<file path="src/rtl/decode38_pkg.sv">
// Shared types and helpers for the 3-to-8 decoder lab block.
package decode38_pkg;

    typedef enum logic [1:0] {
        OFF    = 2'd0,
        DIRECT = 2'd1,
        SCAN   = 2'd2
    } st_t;

    function automatic logic [7:0] onehot8(input logic [2:0] code);
        return 8'b0000_0001 << code;
    endfunction

endpackage

</file>
<file path="src/rtl/decode38_scan_seg7.sv">
// Hex digit to 7-segment pattern, active-high, bit order {dp,g,f,e,d,c,b,a}.
module seg7 (
    input  logic [3:0] seg_in,
    output logic [7:0] seg_out
);

    always_comb begin
        seg_out = 8'h00;
        unique case (seg_in)
            4'h0: seg_out = 8'h3F;
            4'h1: seg_out = 8'h06;
            4'h2: seg_out = 8'h5B;
            4'h3: seg_out = 8'h4F;
            4'h4: seg_out = 8'h66;
            4'h5: seg_out = 8'h6D;
            4'h6: seg_out = 8'h7D;
            4'h7: seg_out = 8'h07;
            4'h8: seg_out = 8'h7F;
            4'h9: seg_out = 8'h6F;
            4'hA: seg_out = 8'h77;
            4'hB: seg_out = 8'h7C;
            4'hC: seg_out = 8'h39;
            4'hD: seg_out = 8'h5E;
            4'hE: seg_out = 8'h79;
            4'hF: seg_out = 8'h71;
            default: seg_out = 8'h00;
        endcase
    end

endmodule

</file>
<file path="src/rtl/decode38_scan.sv">
// Registered 3-to-8 decoder with load capture, prescaled auto-scan and
// a 7-segment readout of the held code.
module decode38_scan
    import decode38_pkg::*;
#(
    parameter int unsigned CLK_DIV = 5_000_000
) (
    input  logic       clk,
    input  logic       rst,
    input  logic       en,
    input  logic       mode,
    input  logic       dir,
    input  logic       load,
    input  logic [2:0] code,
    output logic [7:0] y,
    output logic [2:0] code_out,
    output logic       valid,
    output logic [7:0] seg_out
);

    localparam int unsigned CNT_W = (CLK_DIV > 1) ? $clog2(CLK_DIV) : 1;
    localparam logic [CNT_W-1:0] CNT_MAX = CNT_W'(CLK_DIV - 1);

    st_t              st, st_nxt;
    logic [2:0]       code_q, code_nxt;
    logic [CNT_W-1:0] cnt, cnt_nxt;
    logic             load_q;
    logic             load_rise;
    logic [7:0]       y_q, y_nxt;
    logic             valid_q, valid_nxt;

    assign load_rise = load & ~load_q;

    always_ff @(posedge clk or posedge rst) begin
        if (rst) begin
            st      <= OFF;
            code_q  <= '0;
            cnt     <= '0;
            load_q  <= 1'b0;
            y_q     <= '0;
            valid_q <= 1'b0;
        end else begin
            st      <= st_nxt;
            code_q  <= code_nxt;
            cnt     <= cnt_nxt;
            load_q  <= load;
            y_q     <= y_nxt;
            valid_q <= valid_nxt;
        end
    end

    // Actions follow the state being entered on this edge, so en/mode
    // changes take effect on the very next edge.
    always_comb begin
        st_nxt    = !en ? OFF : (mode ? SCAN : DIRECT);
        code_nxt  = code_q;
        cnt_nxt   = '0;
        y_nxt     = '0;
        valid_nxt = 1'b0;
        unique case (st_nxt)
            DIRECT: begin
                if (load_rise)
                    code_nxt = code;
            end
            SCAN: begin
                if (load_rise) begin
                    code_nxt = code;
                end else if (st != SCAN) begin
                    cnt_nxt = '0;
                end else if (cnt == CNT_MAX) begin
                    code_nxt = dir ? code_q - 3'd1 : code_q + 3'd1;
                end else begin
                    cnt_nxt = cnt + 1'b1;
                end
            end
            default: ;
        endcase
        if (st_nxt != OFF) begin
            y_nxt     = onehot8(code_nxt);
            valid_nxt = 1'b1;
        end
    end

    assign y        = y_q;
    assign valid    = valid_q;
    assign code_out = code_q;

    seg7 seg7_decode38 (
        .seg_in  ({1'b0, code_out}),
        .seg_out (seg_out)
    );

endmodule

</file>
<file path="config.mk">
export PLATFORM = sky130hd
export DESIGN_NAME = decode38_scan
export DESIGN_NICKNAME = d
export VERILOG_FILES = /design/src/rtl/decode38_pkg.sv /design/src/rtl/decode38_scan_seg7.sv /design/src/rtl/decode38_scan.sv
export SDC_FILE = /design/constraint.sdc
export NUM_CORES = 1
export LEC_CHECK = 0
export BUFFER_PORTS_ARGS = -buffer_cell sky130_fd_sc_hd__buf_2
export CORE_MARGIN = 2
export CORE_UTILIZATION = 25
export DETAILED_ROUTE_END_ITERATION = 7
export PLACE_DENSITY_LB_ADDON = 0.25
export SETUP_SLACK_MARGIN = 0.2
export SLEW_MARGIN = 5
export SYNTH_ARGS = -nofsm -noshare
export SYNTH_HDL_FRONTEND = slang
export SYNTH_SLANG_ARGS = --single-unit
</file>
<file path="constraint.sdc">
create_clock -name clk -period 6.18 [get_ports clk]
set_input_delay 0.927 -clock clk [delete_from_list [all_inputs] [get_ports clk]]
set_output_delay 0.927 -clock clk [all_outputs]
set_load 0.1 [all_outputs]
</file>
* After elaboration in Yosys (flattened, before gate mapping) *
Memories as Yosys holds them, arrays and structs flattened.
Cells that the tools add are included.

storage, ports and cells
  flip-flop bits (word level) = 38
  ROM bits = 112
  input port bits = 9
  output and inout port bits = 20
  word-level logic and storage cells = 32
  memories kept = 1

memory list
  name             words  bits a word  rd ports  clocked after Yosys merged registers in  write ports  RTL line                 source
  (no name shown)  16     7            1         0                                        0            decode38_scan_seg7.sv:9  unique case (seg_in)

cells by class
  $add $sub $neg = 3
  eq/ne operators = 4
  shift operators = 1
  mux-type cells = 14
  bitwise logic cells = 2
  reduce and logical (&&, ||, !) cells = 1

operator list
  cell                                                                    number
  23-bit 2-to-1 mux                                                       4
  23-bit by 1-bit adder with 23-bit output (second input constant)        1
  23-bit equality test (second input constant)                            1
  3-bit 2-to-1 mux                                                        5
  8-bit 2-to-1 mux                                                        1
  1-bit by 3-bit << shifter with 8-bit output (first input constant)      1
  3-bit case mux with 2 select lines                                      1
  2-bit 2-to-1 mux                                                        2
  3-bit by 1-bit adder with 3-bit output (second input constant)          1
  3-bit by 1-bit subtractor with 3-bit output (second input constant)     1
  2-bit by 1-bit equality test with 1-bit output (second input constant)  1
  2-bit equality test (second input constant)                             1
  2-bit inequality test (second input constant)                           1
  2-bit nonzero test                                                      1
  1-bit AND                                                               1
  1-bit 2-to-1 mux                                                        1
  1-bit inverter                                                          1

* Logic depth before layout (Yosys ltp) *
  word-level depth = 8
  mapped depth = 7
  mapped depth without buffers = 7

* Cells and area by module *
A second synthesis with hierarchy kept.

second synthesis, totals
  cell total of the unflattened synthesis = 218
  area total of the unflattened synthesis = 2195.9 um2

by module, submodules not included
  module         instances  cells each  area each (um2)  sequential area each (um2)
  decode38_scan  1          183         1896.8           950.9
  seg7           1          35          299.0            0.0

* Worst setup path after synthesis *
No wires, ideal clock.

  path kind = flip-flop to output port
  start point = reg code_q[0] (netlist: code_out[0])
  end point = out seg_out[3]
  arrival = 3.133 ns
  required time = 5.253 ns
  slack = 2.120 ns
  stages on the path, launching flop included = 5
  path buffers = 0
  cell sequence = dfrtp_1 inv_1 ha_1 inv_1 a21oi_1

between the ends
  word-level cells in the longest chain between the ends = 1

RTL lines
  what                    RTL line             source
  start, declared         decode38_scan.sv:25  logic [2:0] code_q, code_nxt;
  start signal, assigned  decode38_scan.sv:44  code_q <= code_nxt;
  memory read 16 x 7 bit  --
  end, declared           decode38_scan.sv:18  output logic [7:0] seg_out

No other way between the ends.

* Worst setup path in the final report *
  start point = reg code_q[1] (netlist: code_out[1])
  end point = out seg_out[3]

The elaborated chain is that of the path after synthesis.

==> impl_metrics.toml <==
[outcome]
status = "finished clean"

[yosys]
async_reset_ff_frac = 1.00
synth_area_leaders = "dfrtp_1 46%, xnor2_1 8.1%, nor2_1 5.9%"
synthesis.area_mm2 = 0.00205
avgSynthCellArea_um2 = 9.81
ys.warnings.count = 0
synth_seq_cells = 38
synth_top_area_share = 0.464
synth_top_area_cell = "dfrtp_1"
synth-edff-count = 0
ys_types = 41
ys.flop_type = "dfrtp_1"
synthTopCellsByCount = "38 x dfrtp_1, 32 x nor2_1, 19 x xnor2_1"
syn_nets = 226
synth_seq_area_share = 0.464
yosysMostFrequentCell = "dfrtp_1"
postSynthCellCount = 209

[cts]
clock_latency_ns = 0.29
cts_resized = 0
numCtsBuffers = 5
cts_setup_buffers = 0
cts_htree_levels = 2
root_buffer = "clkbuf_8"
cts_hold_buf = 0
cts_buffer_depth = 2
clk_pin_slew_ns = 0.08
cts_tree = "yes"
clock_sinks = 38

[final_layout]
final_area_mm2 = 0.00243
fill_cells = 872
final_util = 0.300
stdcell_count = 342
drive_gt1_frac = 0.194
fin_nets = 253
diodes = 0
area_delta_synth_final_pct = 18.6

[pwr]
p_int_uw = 450
finalPower_uw = 713
pwr-share-clk = 0.356
power.switching_uw = 264
peakVddDrop_mv = 0.0888
p_per_area_mw_per_mm2 = 294
leakage_nw = 1.01
p_sw_frac = 0.370
seq_power_share = 0.369
comb_power_share = 0.276

[floorplan]
rows = 33
core_mm2 = 0.00809
start_util = 0.253
die_width_um = 94.5
die-area_mm2 = 0.00894
die_h_um = 94.5
io_pins = 29

[sta]
skew_ns = 0.00626
slew_headroom = 0.652
max_freq_mhz = 360
hold_ws_ns = 0.525
tightestPinTransition_ns = 0.518
slew_viol_final = 0
setup_viol = 0
setup-tns-final_ns = 0
fin_crit_ns = 2.78
finalHoldViolCount = 0
timing.final.crit_share = 0.450
grt_setup_unrepaired = "false"
layout_setup_ws_ns = 3.40

[routing]
vias = 1507
via_per_inst = 4.41
drtIter0Drc = 77
first_pass_iters = 4
totalWireLength_mm = 4.09
ant_nets = 0
drcViolationCount = 0
detail_route.wl_per_cell_um = 12.0

[worst_hold_path]
hp-class = "flop to flop"

[worst_setup_path]
cp-end-kind = "output port"
critPathRequiredTime_ns = 5.25
arrival_ns = 1.85
cp_max_fo = 7
startpoint_type = "flop"
path_class = "flop to output port"

[place]
post-dp-hpwl_mm = 2.82
placed_cell_area_mm2 = 0.00229
io_buffers = 27
place_inst = 334
dp_slack_ns = 3.59
gp_congestion = 0.837

[global_routing]
antenna_found_initial = 0
globalRouteMet2Util = 0.158
top_usage_layer = "met2"
first_global_vias = 1388
grt_overflow_total = 0
grt_max_degree = 39
grt_use_met3 = 0.0239
grt_usage = 0.0968
grt_pass1_wl_mm = 6.83
grt_use_met1 = 0.124

[run]
maxCapViolCount = 0
-- logic make-up (layout without fill, tap and decap cells) --
| logic type | Yosys count | in the layout | share of synthesized area |
|---|---|---|---|
| muxes | 1 | 1 | 0.00488 |
| adders and majority gates | 8 | 8 | 0.0525 |
| xor gates and xnor gates | 23 | 23 | 0.0983 |
| AOI/OAI and AO/OA | 13 | 13 | 0.0488 |
| buffers and inverters | 20 | 48 | 0.0403 |
| other | 1 | 1 | 0.00183 |
| and+or+nand+nor | 105 | 105 | 0.289 |
| DFF | 38 | 38 | 0.464 |
-- power by group through the flow --
stage | clock [mW] | combinational, mW | sequential, mW
6_report | 0.254 | 0.197 | 0.263
3_5_place_dp | 0 | 0.197 | 0.268
4_1_cts | 0.264 | 0.198 | 0.263
5_1_grt | 0.276 | 0.208 | 0.264
3_3_place_gp | 0 | 0.198 | 0.268
2_1_floorplan | 0 | 0.123 | 0.312
-- worst max-delay path: stages (launching register included) --
cell and delay (ns):
dfrtp_1 0.49, inv_1 0.16, ha_1 0.32, inv_1 0.04, a21oi_1 0.12, buf_2 0.43
-- final cells by class --
| class | count | area, um2 | share of cell area |
|---|---|---|---|
| clock buffer | 5 | 68.8 | 0.0283 |
| clock inverter | 3 | 68.8 | 0.0283 |
| inverter | 11 | 43.8 | 0.0180 |
| multi-input combinational | 151 | 1020 | 0.418 |
| sequential | 38 | 951 | 0.391 |
| tap | 105 | 131 | 0.0541 |
| timing repair buffer | 29 | 150 | 0.0618 |
-- worst paths after layout --
check	start	end	slack [ns]	cells past startpoint
min in group asynchronous	rst	y[3]	0.74	3
worst min-delay path	cnt[0]	cnt[0]	0.53	1
worst max-delay path	code_out[1]	seg_out[3]	3.40	5
worst min register to register	cnt[0]	cnt[0]	0.53	1
max in group asynchronous	rst	st[0]	5.09	3
worst max register to register	cnt[0]	y[0]	3.99	7
-- per-layer routing --
layer | vias to the layer above | part of all wire
li1 | 766 | -
met1 | 700 | 0.49
met2 | 36 | 0.43
met3 | 5 | 0.059
met4 | 0 | 0.016
met5 | - | 0
-- cell usage in the layout (no fill, tap or decap), types with 5 or more instances in the layout --
cell type   n
nand2_1    10
clkbuf_8    5
buf_2      27
nand3_1    13
inv_1      10
nor2_1     32
ha_1        7
nor4_1      6
xnor2_1    19
dfrtp_1    38
nor3_1     15
-- registers in the layout, summed over array words and instances (netlist names) --
| name | flops |
|---|---|
| load_q | 1 |
| y | 8 |
| code_out | 3 |
| st | 2 |
| cnt | 23 |
| valid | 1 |
Note: power is estimated with default switching activity, not from simulation.
